## config.mk

```make
export PLATFORM = sky130hd
export DESIGN_NAME = digit_scroll_ctrl_flat
export DESIGN_NICKNAME = d
export VERILOG_FILES = /design/src/rtl/digit_scroll_ctrl_if.sv /design/src/rtl/digit_scroll_ctrl.sv /design/src/flat_wrapper.sv
export SDC_FILE = /design/constraint.sdc
export NUM_CORES = 1
export LEC_CHECK = 0
export ABC_AREA = 1
export CAP_MARGIN = 20
export CORE_MARGIN = 5
export CORE_UTILIZATION = 50
export CTS_BUF_LIST = sky130_fd_sc_hd__clkbuf_2
export DETAILED_ROUTE_END_ITERATION = 8
export PLACE_DENSITY = 0.83
export SLEW_MARGIN = 20
export SYNTH_ARGS = -nofsm -noshare
export SYNTH_HDL_FRONTEND = slang
export SYNTH_SLANG_ARGS = --single-unit
```

## constraint.sdc

```tcl
create_clock -name clk -period 2.9 [get_ports clk]
set_input_delay 0.725 -clock clk [delete_from_list [all_inputs] [get_ports clk]]
set_output_delay 0.725 -clock clk [all_outputs]
set_load 0.05 [all_outputs]
```

## src/rtl/digit_scroll_ctrl_if.sv

```systemverilog
// Digit input channel of the scroll sequencer: a BCD nibble offered under a
// valid/ready handshake. The producer drives the master side, the sequencer
// sits on the slave side.
interface digit_scroll_ctrl_if;
  logic [3:0] in_digit;
  logic       in_valid;
  logic       in_ready;

  modport master (
    output in_digit,
    output in_valid,
    input  in_ready
  );

  modport slave (
    input  in_digit,
    input  in_valid,
    output in_ready
  );
endinterface

```

## src/rtl/digit_scroll_ctrl.sv

```systemverilog
// Scroll sequencer for the 8-digit seven-segment scanner. Digits arrive over
// a valid/ready channel into a small FIFO; every scroll tick one buffered
// digit is shifted into the 8-nibble frame (slot 0 newest, slot 7 oldest).
// An empty FIFO at tick time raises a one-cycle underrun pulse instead.
module digit_scroll_ctrl #(
  parameter int         TICK_DIV   = 12500000,
  parameter int         FIFO_DEPTH = 16,
  parameter logic [3:0] BLANK_CODE = 4'hF
) (
  input  logic                          clk,
  input  logic                          rst,
  digit_scroll_ctrl_if.slave            dig,
  input  logic                          pause,
  input  logic                          clear,
  output logic [31:0]                   frame,
  output logic                          frame_update,
  output logic                          underrun,
  output logic [15:0]                   shift_count,
  output logic [$clog2(FIFO_DEPTH):0]   fifo_level
);

  localparam int AW = $clog2(FIFO_DEPTH);
  localparam int LW = AW + 1;
  localparam int CW = $clog2(TICK_DIV);
  localparam logic [CW-1:0] TICK_LAST   = CW'(TICK_DIV - 1);
  localparam logic [LW-1:0] LEVEL_FULL  = LW'(FIFO_DEPTH);
  localparam logic [31:0]   BLANK_FRAME = {8{BLANK_CODE}};

  typedef enum logic [1:0] {
    IDLE  = 2'd0,
    ARMED = 2'd1,
    SHIFT = 2'd2
  } state_t;

  state_t          state_q, state_d;
  logic [CW-1:0]   cnt_q, cnt_d;
  logic [3:0]      mem_q [FIFO_DEPTH];
  logic [AW-1:0]   wr_ptr_q, wr_ptr_d;
  logic [AW-1:0]   rd_ptr_q, rd_ptr_d;
  logic [LW-1:0]   level_q, level_d;
  logic [31:0]     frame_q, frame_d;
  logic [15:0]     shift_cnt_q, shift_cnt_d;
  logic            upd_q, upd_d;
  logic            under_q, under_d;

  logic            full;
  logic            empty;
  logic            tick;
  logic            push;
  logic            pop;

  // Handshake and tick qualification; clear and rst both refuse new digits
  assign full         = (level_q == LEVEL_FULL);
  assign empty        = (level_q == '0);
  assign dig.in_ready = !full && !clear && !rst;
  assign push         = dig.in_valid && dig.in_ready;
  assign tick         = (cnt_q == TICK_LAST) && !pause;
  assign pop          = (state_q == SHIFT);

  assign frame        = frame_q;
  assign frame_update = upd_q;
  assign underrun     = under_q;
  assign shift_count  = shift_cnt_q;
  assign fifo_level   = level_q;

  // Next-state logic: tick counter, FIFO bookkeeping, scroll FSM; clear overrides all
  always_comb begin
    state_d     = state_q;
    cnt_d       = cnt_q;
    wr_ptr_d    = wr_ptr_q;
    rd_ptr_d    = rd_ptr_q;
    level_d     = level_q;
    frame_d     = frame_q;
    shift_cnt_d = shift_cnt_q;
    upd_d       = 1'b0;
    under_d     = 1'b0;

    // Counter holds its value while paused and resumes from it afterwards
    if (!pause) begin
      cnt_d = tick ? '0 : cnt_q + 1'b1;
    end

    if (push) begin
      wr_ptr_d = wr_ptr_q + 1'b1;
    end
    if (pop) begin
      rd_ptr_d = rd_ptr_q + 1'b1;
    end
    level_d = level_q + LW'(push) - LW'(pop);

    case (state_q)
      IDLE: begin
        if (tick && empty) begin
          under_d = 1'b1;
        end
        if (!empty) begin
          state_d = ARMED;
        end
      end
      ARMED: begin
        if (tick) begin
          state_d = SHIFT;
        end
      end
      SHIFT: begin
        // Shift runs to completion even if pause rises during it
        frame_d     = {frame_q[27:0], mem_q[rd_ptr_q]};
        shift_cnt_d = shift_cnt_q + 16'd1;
        upd_d       = 1'b1;
        state_d     = (level_d != '0) ? ARMED : IDLE;
      end
      default: begin
        state_d = IDLE;
      end
    endcase

    if (clear) begin
      state_d     = IDLE;
      cnt_d       = '0;
      wr_ptr_d    = '0;
      rd_ptr_d    = '0;
      level_d     = '0;
      frame_d     = BLANK_FRAME;
      shift_cnt_d = '0;
      upd_d       = 1'b0;
      under_d     = 1'b0;
    end
  end

  // FSM state register
  always_ff @(posedge clk) begin
    if (rst) begin
      state_q <= IDLE;
    end else begin
      state_q <= state_d;
    end
  end

  // Counter, FIFO pointers, frame and status registers
  always_ff @(posedge clk) begin
    if (rst) begin
      cnt_q       <= '0;
      wr_ptr_q    <= '0;
      rd_ptr_q    <= '0;
      level_q     <= '0;
      frame_q     <= BLANK_FRAME;
      shift_cnt_q <= '0;
      upd_q       <= 1'b0;
      under_q     <= 1'b0;
    end else begin
      cnt_q       <= cnt_d;
      wr_ptr_q    <= wr_ptr_d;
      rd_ptr_q    <= rd_ptr_d;
      level_q     <= level_d;
      frame_q     <= frame_d;
      shift_cnt_q <= shift_cnt_d;
      upd_q       <= upd_d;
      under_q     <= under_d;
    end
  end

  // Digit storage; contents need no reset because occupancy is tracked by level_q
  always_ff @(posedge clk) begin
    if (push) begin
      mem_q[wr_ptr_q] <= dig.in_digit;
    end
  end

endmodule

```

## src/flat_wrapper.sv

```systemverilog
// flat-port wrapper written by rule: the top's interface ports become plain ports
module digit_scroll_ctrl_flat 
#(
  parameter int         TICK_DIV   = 12500000,
  parameter int         FIFO_DEPTH = 16,
  parameter logic [3:0] BLANK_CODE = 4'hF
)
  (clk, rst, pause, clear, frame, frame_update, underrun, shift_count, fifo_level, dig_in_digit, dig_in_valid, dig_in_ready);
  digit_scroll_ctrl_if dig_i ();
  input  logic clk;
  input  logic rst;
  input  logic pause;
  input  logic clear;
  output logic [31:0] frame;
  output logic frame_update;
  output logic underrun;
  output logic [15:0] shift_count;
  output logic [$clog2(FIFO_DEPTH):0] fifo_level;
  input wire logic [$bits(dig_i.in_digit)-1:0] dig_in_digit;
  input wire logic [$bits(dig_i.in_valid)-1:0] dig_in_valid;
  output wire logic [$bits(dig_i.in_ready)-1:0] dig_in_ready;
  assign dig_i.in_digit = dig_in_digit;
  assign dig_i.in_valid = dig_in_valid;
  assign dig_in_ready = dig_i.in_ready;
  digit_scroll_ctrl #(.TICK_DIV(TICK_DIV), .FIFO_DEPTH(FIFO_DEPTH), .BLANK_CODE(BLANK_CODE)) u_core (.clk(clk), .rst(rst), .dig(dig_i), .pause(pause), .clear(clear), .frame(frame), .frame_update(frame_update), .underrun(underrun), .shift_count(shift_count), .fifo_level(fifo_level));
endmodule
```

==> reports/qor.txt <==
Main synth FF type - dfxtp_1
Post-route ant nets - 0
Initial Utilization - 0.505
Nets - 944
Share of post-route cells with drive strength above 1 - 0.0728
Mapped Nets - 881
Status - complete, no violations
Worst reg-to-reg setup slack - 540 ps
CTS sink cnt - 153
CP Capture Type - output pin
Vias per cell - 5.00
DR WL/cell - 12.9 um
Clock Pin Slew Worst Setup and Hold Paths - 260 ps
Ys async rst share - 0
Antenna violations before repair - 0
Yosys warns - 0
Crit path cell chain - clkdlybuf4s50_1
Die Width - 128 um
I/O Buffers - 64
Fmax achieved - 363 MHz
HPWL after DPL - 10100 um
Min-Delay Path Class - flop to flop
First-pass GRT wire length - 23800 um
Post-CTS setup buffers - 0
Final Max Slew Viols - 0
Htree depth - 4
Crit-path slowest cell - clkdlybuf4s50_1
CP bufs+invs - 1
Crit Path Max Fanout - 4
Final Hold Violating Endpoints - 0
Post-synth EDFFs - 64
Unrepaired setup endpoints after global routing - false
Yosys reg bits - 153
PostCTS Resize Cnt - 0
Max-cap check violation count - 0
Post-synthesis sequential area ratio - 0.535
Slew at the pin closest to its max-slew limit - 612 ps
Largest net degree at the start of global routing - 53
TritonCTS buffer count - 17
Post-Syn Area - 6930 sq um
P per Cell Area - 436 nW/um^2
Detailed Route WL - 14400 um
# diodes - 0
TritonRoute pass-1 iters - 5
Height of the die - 128 um
Clock latency on the worst-skew pair - 750 ps
Leakage power - 0.00339 uW
Core area - 13700 sq um
Worst path max stage delay - 830 ps
Setup violators final - 0
DR vias - 5575
Delay-heaviest family, CP - buffers and inverters
Clock Skews - 48.8 ps
Max-slew headroom - 0.591
Congestion Overflow GR - 0
FF-to-FF Start - u_core.fifo_level[3]
P&R area growth vs syn - 14.8%
Iteration-0 DRC Markers - 437
CP Launch Type - flop
Clock Path Buffers - 2
Gpl congestion - 0.840
Fin crit share - 0.949
Hold WS - 481 ps
Required @ worst endpoint - 2170 ps
Vias in the first global route - 5132
Max VDD drop - 0.000374 V
Hold bufs inserted after CTS - 0
Num rows - 43
Mapped Cells - 858
Num ports - 65
Post-Route Setup TNS - 0 ps
Avg Inst Size Synth - 8.07 sq um
GRT Util Overall - 0.182
Worst Setup Path Type - flop to output pin
Crit. Startpoint - u_core.shift_count[7]
DRC - 0
Arrival @ worst endpoint - 2030 ps
# fillers - 1200
CTS tree - built
Hold Crit Start - u_core.frame[28]
Root Buffer - clkbuf_2
Min cycle time layout - 2750 ps
Die Area - 16300 sq um
Netlist cell types - 37
[cell families (layout without fill, tap and decap cells)]
group,after synthesis,after routing,synth area share
and+or+nand+nor,503,503,0.316
adders and majority gates,14,14,0.0264
DFF,153,153,0.535
buffers and inverters,144,220,0.0852
xor gates and xnor gates,6,6,0.00759
AOI/OAI and AO/OA,38,38,0.0303
[placed cells by master, fill, tap and decap left out, types with 17 or more instances in the layout]
cell type          n
clkbuf_2          17
nand2_1          256
inv_1            112
nand3_1           96
a21oi_1           19
clkdlybuf4s50_1   58
dfxtp_1           89
nor3_1            19
nor2_1            95
edfxtp_1          64
[layer usage]
metal / track usage / routed length [um]
met5: 0 / 0
met4: 0.0637 / 233
met3: 0.0442 / 864
met2: 0.311 / 7060
met1: 0.225 / 6220
[state kept, by name, summed over array words and instances, names as in the netlist]
register	cells
u_core.fifo_level	5
u_core.rd_ptr_q	4
u_core.cnt_q	24
u_core.frame	32
u_core.mem_q	64
u_core.underrun	1
u_core.frame_update	1
u_core.state_q	2
u_core.shift_count	16
u_core.wr_ptr_q	4
[power breakdown]
group / internal (uW) / switching, uW
Clock: 326 / 799
Combinational: 29.2 / 64.0
Sequential: 2250 / 3.08
Total: 2600 / 866
[per-stage QoR]
stage,power (uW),cells,area [sq um],utilization,setup slack [ps]
after floorplan,2340,858,6930,-,389
after global placement,2390,1082,7720,0.563,139
after detailed placement,2390,1082,7720,0.563,92.4
after CTS,3490,1114,7940,0.579,14.8
after global routing,3600,1114,7960,0.580,20.1
final,3470,1114,7960,0.580,147
[cells in the mapped netlist (all sizes together), types with 6 or more instances]
master  instances  area [sq um]
a21oi          19          95.1
buf            19           119
clkbuf          8          30.0
dfxtp          89          1780
edfxtp         64          1920
ha             13           163
inv           116           438
nand2         259           980
nand3         102           541
nand4           9          56.3
nor2          107           457
nor3           21           121
o21ai          12          63.8
xor2            6          52.6
[worst paths after layout]
path                       end  cells past startpoint
max             shift_count[7]                      1
min           u_core.frame[28]                      2
max reg2reg  u_core.state_q[0]                     15
min reg2reg   u_core.frame[28]                      2
[final cells by class]
cell class                      count  area (sq um)  share of cell area
Clock inverter                     15           139              0.0175
Sequential cell                   153          3700               0.465
Inverter                          117           442              0.0555
Clock buffer                       17          85.1              0.0107
Multi-Input combinational cell    561          2630               0.331
Tap cell                          180           225              0.0283
Timing Repair Buffer               71           728              0.0915
Note: power is estimated with default switching activity, not from simulation.
==> patch (config.mk and constraints unchanged) <==
`TICK_DIV` is set to 12500000 in 2 places; all go to 3125000.
--- a/src/rtl/digit_scroll_ctrl.sv
+++ b/src/rtl/digit_scroll_ctrl.sv
@@ -4,5 +4,5 @@
 // An empty FIFO at tick time raises a one-cycle underrun pulse instead.
 module digit_scroll_ctrl #(
-  parameter int         TICK_DIV   = 12500000,
+  parameter int         TICK_DIV   = 3125000,
   parameter int         FIFO_DEPTH = 16,
   parameter logic [3:0] BLANK_CODE = 4'hF
--- a/src/flat_wrapper.sv
+++ b/src/flat_wrapper.sv
@@ -2,5 +2,5 @@
 module digit_scroll_ctrl_flat 
 #(
-  parameter int         TICK_DIV   = 12500000,
+  parameter int         TICK_DIV   = 3125000,
   parameter int         FIFO_DEPTH = 16,
   parameter logic [3:0] BLANK_CODE = 4'hF
Function: no difference found for any inputs over 10 cycles, from zero or initial values; that may be too few to reach the edited logic, so the function may still have changed.
==> patch against the original RTL <==
- register-to-register slack better by 100 ps
- sequential cell count decreased by 2
- power shrank 0.98%
- clock power is essentially flat
- routed wire length fell by 0.15%
- setup slack got worse by 17 ps
- die area down 1.7%
- cell area decreased by 1.2%
- cell count decreased by 3.3%
- first-iteration DRC count grew 4.1%
- area after synthesis down 1.8%
- count of clock-buffer cells in the layout did not move
- critical endpoint is now shift_count[0]
- largest cell class unchanged
- highest routed layer unchanged
==> patch: results (changes against the original RTL) <==
Status
  • Status: completed (unchanged)

Synthesis
  • Xor and xnor area share after synthesis: 1.67% (was 0.759%)
  • Synth Net Count: 843 (was 881)
  • Ys flop type: dfxtp_1 (unchanged)
  • Adder-cell share of the synthesized area: 2.69% (was 2.64%)
  • Sequential fraction of the synthesis area: 53.9% (was 53.5%)
  • Complex-gate fraction of the synthesized area: 3.73% (was 3.03%)
  • Top cells by count, synth: nand2_1 (256), nor2_1 (88), dfxtp_1 (87) (was nand2_1 (256), inv_1 (112), nand3_1 (96))
  • Mapped Area: 0.00680 mm^2 (was 0.00693 mm^2)
  • Synth area leaders: edfxtp_1 (28%), dfxtp_1 (26%), nand2_1 (14%) (unchanged)

Detailed routing
  • Vias per inst: 5.09 (was 5.00)
  • Starting DRT DRC Count: 455 (was 437)
  • TritonRoute pass-1 iters: 6 (was 5)
  • Per-cell routed wire length: 13.3 um (was 12.9 um)

Timing
  • Setup skew after layout: 28.7 ps (was 48.8 ps)
  • Measured slew at the worst slew-check pin: 658 ps (was 612 ps)

Power
  • VDD IR-drop max: 0.208 mV (was 0.374 mV)
  • P_leak: 3.20 nW (was 3.39 nW)
  • Sw frac: 24.9% (was 25.0%)

Worst setup path
  • CP top delay family: buffers and inverters (unchanged)
  • Max incr delay on CP: 860 ps (was 830 ps)
  • Crit-path max FO: 5 (was 4)

Finish
  • Max reg flops: 64 (unchanged)
  • Final nets: 911 (was 944)
  • Share of cells above drive strength 1: 8.88% (was 7.28%)

Clock tree
  • Clock Latency Late Sink: 720 ps (was 750 ps)

Global route
  • Largest net degree at the start of global routing: 47 (was 53)
  • Total Routing Usage GR: 18.5% (was 18.2%)
  • First-pass GRT wire length: 24400 um (was 23800 um)
  • Number of global-route vias before repair: 5198 (was 5132)

Placement
  • Gpl congestion: 0.878 (was 0.840)
  • Post-DP HPWL: 10100 um (about the same)
  • Worst slack, placed: 184 ps (was 92.4 ps)
[patch: changes by cell type after synthesis, sizes merged, moves of 2 or more]
| cell | unedited run | this run |
|---|---|---|
| a21oi | 19 | 25 |
| dfxtp | 89 | 87 |
| inv | 116 | 91 |
| nand2 | 259 | 261 |
| nand3 | 102 | 80 |
| nand4 | 9 | 13 |
| nor2 | 107 | 101 |
| nor3 | 21 | 16 |
| o21ai | 12 | 20 |
| xnor2 | 0 | 2 |
| xor2 | 6 | 11 |
[patch: stage by stage]
step                      total power, W  std cells  cell area (um^2)
after CTS                        0.00346       1077              7860
after global routing             0.00356       1077              7860
after floorplan                  0.00231        820              6800
after global placement           0.00236       1045              7630
after detailed placement         0.00236       1045              7630
final                            0.00343       1077              7860
[patch: final timing paths]
path	endpoint	slack, ps	cells after the start	start
min	u_core.frame[11]$_SDFFE_PP1P_	480	2	u_core.frame[7]$_SDFFE_PP1P_
max reg2reg	u_core.state_q[0]$_SDFFE_PP0P_	640	15	u_core.fifo_level[3]$_SDFF_PP0_
max	shift_count[0]	130	1	u_core.shift_count[0]$_SDFFE_PP0P_
min reg2reg	u_core.frame[11]$_SDFFE_PP1P_	480	2	u_core.frame[7]$_SDFFE_PP1P_
[patch: worst reg2reg max path, stage by stage, from the launching register on]
cell	delay, ps
dfxtp_1	390
inv_1	80
ha_1	140
nand2_1	50
nor2_1	120
nand2_1	100
nand3_2	80
inv_1	50
ha_1	220
fa_1	420
nand3_1	100
nand2_1	60
xor2_1	170
nand3_1	100
nand2_1	70
nand2_1	40
[patch: kinds of logic after synthesis]
group                    after synthesis
AND/OR/NAND/NOR                      475
AO/OA/AOI/OAI                         49
buffers and inverters                118
flip-flops                           151
adder cells (fa/ha/maj)               14
XOR/XNOR                              13
[patch: per-layer routing]
metal  vias to the layer above  share of wire, %  global-route usage, %
met4                         0               2.1                   7.26
met5                         -                 0                      0
met3                        29               5.0                   3.70
li1                       2768                 -                      -
met2                       152                49                   30.5
met1                      2530                44                   24.1
[patch: power by group through the flow]
| stage | clock network, W | registers (W) | logic (W) |
|---|---|---|---|
| final | 0.00112 | 0.00222 | 0.0000930 |
| after global routing | 0.00123 | 0.00223 | 0.000103 |
| after detailed placement | 0 | 0.00227 | 0.0000931 |
| after CTS | 0.00115 | 0.00222 | 0.0000933 |
| after global placement | 0 | 0.00227 | 0.0000906 |
| after floorplan | 0 | 0.00227 | 0.0000441 |
[patch: cell type report]
cell class,instances,area (um^2)
multi-input combinational,551,2660
clock buffer,17,85.1
tap,176,220
sequential,151,3660
clock inverter,15,141
inverter,92,350
timing repair buffer,75,736
fill,1121,5440
